[src/rtl/switch_cfg_pkg.sv]
// Shared constants, side codes, error codes and FSM encoding for the switch
// box configuration loader.
package switch_cfg_pkg;

  localparam int unsigned NTB = 5;
  localparam int unsigned NLR = 4;
  localparam int unsigned WW  = 6;
  localparam int unsigned NW  = 2 * NTB + 2 * NLR;

  localparam logic [7:0] SYNC = 8'hA5;

  localparam logic [2:0] OFF    = 3'd0;
  localparam logic [2:0] TOP    = 3'd1;
  localparam logic [2:0] RIGHT  = 3'd2;
  localparam logic [2:0] BOTTOM = 3'd3;
  localparam logic [2:0] LEFT   = 3'd4;

  localparam logic [1:0] ERR_NONE    = 2'd0;
  localparam logic [1:0] ERR_CSUM    = 2'd1;
  localparam logic [1:0] ERR_ILLEGAL = 2'd2;
  localparam logic [1:0] ERR_ABORT   = 2'd3;

  typedef enum logic [1:0] {
    StHunt,
    StLoad,
    StCsum,
    StCheck
  } state_t;

endpackage

[src/rtl/cfg_word_check.sv]
// Legality check of one routing word, given its side class and source wire
// index.
module cfg_word_check
  import switch_cfg_pkg::*;
(
  input  logic [2:0] side,
  input  logic [2:0] idx,
  output logic       legal
);

  always_comb begin
    legal = 1'b0;
    case (side)
      OFF:         legal = 1'b1;
      TOP, BOTTOM: legal = (32'(idx) < NTB);
      RIGHT, LEFT: legal = (32'(idx) < NLR);
      default:     legal = 1'b0;
    endcase
  end

endmodule

[src/rtl/switch_cfg_loader.sv]
// Serial configuration loader: hunts for a sync byte, unpacks NW routing words
// into a shadow, verifies legality and checksum, then commits atomically.
module switch_cfg_loader
  import switch_cfg_pkg::*;
(
  input  logic             clk,
  input  logic             rst_n,
  input  logic             cfg_valid,
  input  logic             cfg_din,
  input  logic             cfg_abort,
  output logic [NW*WW-1:0] cfg_words,
  output logic             cfg_busy,
  output logic             cfg_done,
  output logic             cfg_err,
  output logic [1:0]       err_code
);

  localparam logic [4:0] LastWord = 5'(NW - 1);
  localparam logic [2:0] LastWordBit = 3'(WW - 1);

  state_t           state_q;
  logic [7:0]       sync_q;
  logic [WW-1:0]    word_q;
  logic [2:0]       bit_cnt_q;
  logic [4:0]       word_cnt_q;
  logic [7:0]       acc_q;
  logic [7:0]       csum_q;
  logic             illegal_q;
  logic [NW*WW-1:0] shadow_q;

  logic [7:0]    sync_nxt;
  logic [WW-1:0] word_nxt;
  logic          word_legal;

  assign sync_nxt = {sync_q[6:0], cfg_din};
  assign word_nxt = {word_q[WW-2:0], cfg_din};

  cfg_word_check u_word_check (
    .side  (word_nxt[2:0]),
    .idx   (word_nxt[5:3]),
    .legal (word_legal)
  );

  always_ff @(posedge clk) begin
    if (!rst_n) begin
      state_q    <= StHunt;
      sync_q     <= '0;
      word_q     <= '0;
      bit_cnt_q  <= '0;
      word_cnt_q <= '0;
      acc_q      <= '0;
      csum_q     <= '0;
      illegal_q  <= 1'b0;
      shadow_q   <= '0;
      cfg_words  <= '0;
      cfg_busy   <= 1'b0;
      cfg_done   <= 1'b0;
      cfg_err    <= 1'b0;
      err_code   <= ERR_NONE;
    end else begin
      cfg_done <= 1'b0;
      // Abort outranks any bit or commit in flight; ignored while hunting.
      if (cfg_abort && (state_q != StHunt)) begin
        state_q  <= StHunt;
        cfg_busy <= 1'b0;
        cfg_err  <= 1'b1;
        err_code <= ERR_ABORT;
      end else begin
        unique case (state_q)
          StHunt: begin
            if (cfg_valid) begin
              if (sync_nxt == SYNC) begin
                state_q    <= StLoad;
                sync_q     <= '0;
                bit_cnt_q  <= '0;
                word_cnt_q <= '0;
                acc_q      <= '0;
                illegal_q  <= 1'b0;
                cfg_busy   <= 1'b1;
                cfg_err    <= 1'b0;
                err_code   <= ERR_NONE;
              end else begin
                sync_q <= sync_nxt;
              end
            end
          end
          StLoad: begin
            if (cfg_valid) begin
              word_q <= word_nxt;
              if (bit_cnt_q == LastWordBit) begin
                bit_cnt_q                      <= '0;
                shadow_q[word_cnt_q*WW +: WW] <= word_nxt;
                acc_q                          <= acc_q + 8'(word_nxt);
                illegal_q                      <= illegal_q | ~word_legal;
                if (word_cnt_q == LastWord) begin
                  state_q <= StCsum;
                end else begin
                  word_cnt_q <= word_cnt_q + 5'd1;
                end
              end else begin
                bit_cnt_q <= bit_cnt_q + 3'd1;
              end
            end
          end
          StCsum: begin
            if (cfg_valid) begin
              csum_q <= {csum_q[6:0], cfg_din};
              if (bit_cnt_q == 3'd7) begin
                bit_cnt_q <= '0;
                state_q   <= StCheck;
              end else begin
                bit_cnt_q <= bit_cnt_q + 3'd1;
              end
            end
          end
          StCheck: begin
            state_q  <= StHunt;
            cfg_busy <= 1'b0;
            if (illegal_q) begin
              cfg_err  <= 1'b1;
              err_code <= ERR_ILLEGAL;
            end else if (acc_q != csum_q) begin
              cfg_err  <= 1'b1;
              err_code <= ERR_CSUM;
            end else begin
              cfg_words <= shadow_q;
              cfg_done  <= 1'b1;
            end
          end
          default: state_q <= StHunt;
        endcase
      end
    end
  end

endmodule
[config.mk]
export PLATFORM = sky130hd
export DESIGN_NAME = switch_cfg_loader
export DESIGN_NICKNAME = d
export VERILOG_FILES = /design/src/rtl/switch_cfg_pkg.sv /design/src/rtl/cfg_word_check.sv /design/src/rtl/switch_cfg_loader.sv
export SDC_FILE = /design/constraint.sdc
export NUM_CORES = 1
export LEC_CHECK = 0
export BUFFER_PORTS_ARGS = -buffer_cell sky130_fd_sc_hd__buf_2
export CORE_MARGIN = 4
export CORE_UTILIZATION = 50
export CTS_CLUSTER_DIAMETER = 30
export DETAILED_ROUTE_END_ITERATION = 8
export PLACE_DENSITY = 0.77
export SLEW_MARGIN = 20
export SYNTH_ARGS = -nofsm -noshare
export SYNTH_HDL_FRONTEND = slang
export SYNTH_SLANG_ARGS = --single-unit
[constraint.sdc]
create_clock -name clk -period 12.85 [get_ports clk]
set_input_delay 2.57 -clock clk [delete_from_list [all_inputs] [get_ports clk]]
set_output_delay 2.57 -clock clk [all_outputs]
set_load 0.1 [all_outputs]
==> reports/summary.txt <==
==========================================================================
Share of the synthesized area in the top cell type ..........        44.1%
Number of core rows .........................................           55
Path category of the worst min-delay check .................. flop to flop
RSZ-0062 raised after global routing ........................           no
Fraction of layout cells with a size suffix above 1 .........        15.7%
Via/cell ratio ..............................................         5.73
Y dimension of the die ......................................       162 um
Total of buffers placed on input and output ports ...........          117
Reg2Reg Capture Point .......................................  shadow_q[2]
Hold worst-path end ......................................... cfg_words[45]
Die area ....................................................   26100 um^2
Worst-case vdd ir drop ......................................       117 uV
Synthesized flop and latch total ............................          260
Crit end category ...........................................         flop
Initial core utilization ....................................        51.5%
Antenna viol nets, final ....................................            0
Post-cts sizing count .......................................            0
Worst Clk Skew ..............................................      16.5 ps
Async set-or-reset flop fraction in the synthesized netlist .           0%
Ranking of synthesized cells by instance count .............. sky130_fd_sc_hd__nand2_1, sky130_fd_sc_hd__dfxtp_1, sky130_fd_sc_hd__a21oi_1
Number of top-level pins ....................................          118
Hold buffer count at CTS ....................................            0
Min-Delay Path Depth ........................................            2
Filler cell count in the final layout .......................         1829
Layout overhead on the synthesized area .....................        22.3%
Die width ...................................................       162 um
R2r worst-path depth ........................................           15
Number of buffers inserted during clock tree synthesis ......           51
Final setup vio count .......................................            0
Tightest Pin Transition .....................................      1120 ps
Worst Min Path Start ........................................ cfg_words[45]
Overall track demand over capacity in global routing ........        25.8%
Startpoint of the worst-slack reg-to-reg timing path ........ word_cnt_q[2]
Skew-Pair Late Insertion Delay ..............................       550 ps
Post-CTS Setup Inserts ......................................            0
Pin count of the biggest net entering global routing ........          111
Clock root buffer master .................................... sky130_fd_sc_hd__clkbuf_16
Prevailing post-synth register cell ......................... sky130_fd_sc_hd__dfxtp_1
Library cells used by synthesis .............................           75
Antenna fix cells ...........................................            0
Cell leakage power ..........................................      5.88 nW
Startpoint kind of the worst setup timing path ..............         flop
Syn Nets ....................................................         1476
Antenna violations before repair ............................            0
Total area of sequential cells ..............................    5210 um^2
Post-Route Utilization ......................................        62.9%
Time the final worst path needs with I/O delays and setup ...      5160 ps
Area taken by multi-input logic gates .......................    6130 um^2
Clock tree from TritonCTS ...................................         done
Final Max Slew Viols ........................................            0
Data required time at the worst endpoint ....................     13230 ps
Max-cap violation count .....................................            0
Status ...................................................... finished clean
Cell type with the largest total area after synthesis ....... sky130_fd_sc_hd__dfxtp_1
Critical Path AT ............................................      5540 ps
Worst max-slew margin expressed relative to the limit .......        24.8%
DR vias .....................................................        10900
Max H-tree Level ............................................            2
Final HPWL DP ...............................................      23.3 mm
Largest cells by area after synthesis ....................... sky130_fd_sc_hd__dfxtp_1, sky130_fd_sc_hd__nand2_1, sky130_fd_sc_hd__mux2i_1
Detailed Routing Iterations Pass 1 ..........................            8
Share of the clock period used by the worst path ............        40.2%
Number of remaining DRC errors ..............................            0
Mapped Avg Cell Area ........................................    8.15 um^2
Reg-to-reg slack, setup .....................................      7690 ps
Wire length reported by the detailed router .................      34.9 mm
Most common cell in the synthesized netlist ................. sky130_fd_sc_hd__nand2_1
Placement-stage cell area ...................................   12500 um^2
Total count of hold-check failures in the final report ......            0
Via count of the first global-routing pass ..................        10500
Longest Clk Path Bufs .......................................            3
Netlist area before placement ...............................   11800 um^2
Post-synth EDFFs ............................................            0
Total power density per cell area ...........................  158 nW/um^2
Number of DRC markers in iteration 0 ........................         1091
Highest achievable clock rate ...............................    0.194 GHz
Kind of critical path ....................................... flop to flop
Clock slew at reported path FFs .............................        50 ps
Total congestion overflow ...................................            0
Post-route design area ......................................   14400 um^2
Routability cong. ...........................................        0.979
Final routed wire length divided by cell count ..............      18.4 um
Worst-path maximum fanout ...................................           22
Sequential element share of the synthesized area ............        44.1%
Layout Nets .................................................         1568
Number of standard cells after synthesis ....................         1447
TritonCTS sink count ........................................          260
Setup tns final .............................................         0 ps
Number of warnings issued by yosys ..........................            0
Global-route wire length before repair ......................      55.6 mm
Core area ...................................................   22900 um^2
==========================================================================
[registers in the layout, summed over array words and instances, names as in the netlist, 2 cells and up]
name        count
acc_q           8
bit_cnt_q       3
cfg_words     108
csum_q          8
err_code        2
shadow_q      108
state_q         2
sync_q          7
word_cnt_q      5
word_q          5
[routing by layer]
layer | vias to the layer above | track usage, % | part of all wire [%]
met5 | - | 0 | 0
met4 | 0 | 7.41 | 2.1
met3 | 75 | 5.44 | 8.2
met2 | 481 | 41.3 | 45
met1 | 5110 | 35.5 | 44
li1 | 5196 | - | -
[power breakdown]
part           total, mW  switching (mW)  leakage (nW)  internal [mW]
sequential         0.814         0.00308          2.09          0.811
clock               1.40           0.447         0.918          0.957
combinational     0.0581          0.0467          2.87         0.0114
[final cells by class]
| class | instances | share of cell area, % |
|---|---|---|
| multi-input combinational | 1068 | 42.5 |
| sequential | 260 | 36.1 |
| tap | 313 | 2.72 |
| clock buffer | 67 | 10.0 |
| inverter | 23 | 0.616 |
| timing repair buffer | 135 | 5.15 |
| clock inverter | 29 | 2.89 |
[cells by family (layout without fill, tap and decap cells)]
family / count (synthesis) / count (layout) / synth area share (%)
simple gates: 617 / 617 / 22.6
compound gates: 296 / 296 / 15.4
flops: 260 / 260 / 44.1
buf+inv: 119 / 254 / 4.03
mux: 108 / 108 / 9.20
fa+ha+maj: 24 / 24 / 2.67
xor+xnor: 23 / 23 / 1.89
[how the worst max path moves through the flow]
stage / start / endpoint / cells past startpoint
2_1_floorplan: cfg_valid / shadow_q[2] / 8
4_1_cts: word_cnt_q[0] / shadow_q[3] / 15
5_1_grt: word_cnt_q[2] / shadow_q[3] / 15
3_3_place_gp: rst_n / shadow_q[46] / 5
3_5_place_dp: rst_n / shadow_q[46] / 5
6_report: word_cnt_q[2] / shadow_q[2] / 15
[cells in the final DEF, fill, tap and decap left out, types with 8 or more instances in the layout]
cell type,count
sky130_fd_sc_hd__a211oi_1,9
sky130_fd_sc_hd__a21o_1,8
sky130_fd_sc_hd__a21oi_1,159
sky130_fd_sc_hd__a31oi_1,8
sky130_fd_sc_hd__and3_1,11
sky130_fd_sc_hd__buf_2,116
sky130_fd_sc_hd__buf_4,18
sky130_fd_sc_hd__bufinv_16,8
sky130_fd_sc_hd__clkbuf_16,51
sky130_fd_sc_hd__clkbuf_8,11
sky130_fd_sc_hd__clkinv_2,9
sky130_fd_sc_hd__dfxtp_1,259
sky130_fd_sc_hd__ha_1,22
sky130_fd_sc_hd__inv_1,21
sky130_fd_sc_hd__mux2i_1,105
sky130_fd_sc_hd__nand2_1,392
sky130_fd_sc_hd__nand2b_1,13
sky130_fd_sc_hd__nand3_1,39
sky130_fd_sc_hd__nand4_1,15
sky130_fd_sc_hd__nor2_1,70
sky130_fd_sc_hd__nor3_1,27
sky130_fd_sc_hd__nor4_1,9
sky130_fd_sc_hd__o211ai_1,11
sky130_fd_sc_hd__o21ai_0,42
sky130_fd_sc_hd__xnor2_1,17
[through the flow]
stage	power [mW]	hold slack [ps]	setup WS (ps)	instances
6_report	2.28	445	7690	1895
3_5_place_dp	0.886	441	7450	1798
3_3_place_gp	0.885	436	7480	1798
4_1_cts	2.29	447	7690	1894
2_1_floorplan	0.874	432	8380	1447
5_1_grt	2.34	463	7300	1895
[critical path, stage by stage (launching register included)]
cell and delay, ps:
sky130_fd_sc_hd__dfxtp_1 820, sky130_fd_sc_hd__inv_1 260, sky130_fd_sc_hd__ha_1 480, sky130_fd_sc_hd__xnor2_2 670, sky130_fd_sc_hd__and2_1 520, sky130_fd_sc_hd__nand2_1 120
sky130_fd_sc_hd__inv_1 80, sky130_fd_sc_hd__ha_1 300, sky130_fd_sc_hd__inv_1 200, sky130_fd_sc_hd__nor4_2 290, sky130_fd_sc_hd__buf_4 290, sky130_fd_sc_hd__nand2_1 100
sky130_fd_sc_hd__a211o_1 300, sky130_fd_sc_hd__a21o_1 170, sky130_fd_sc_hd__a221oi_1 300, sky130_fd_sc_hd__nor3_1 80
Power figures use the tool's default switching activity.
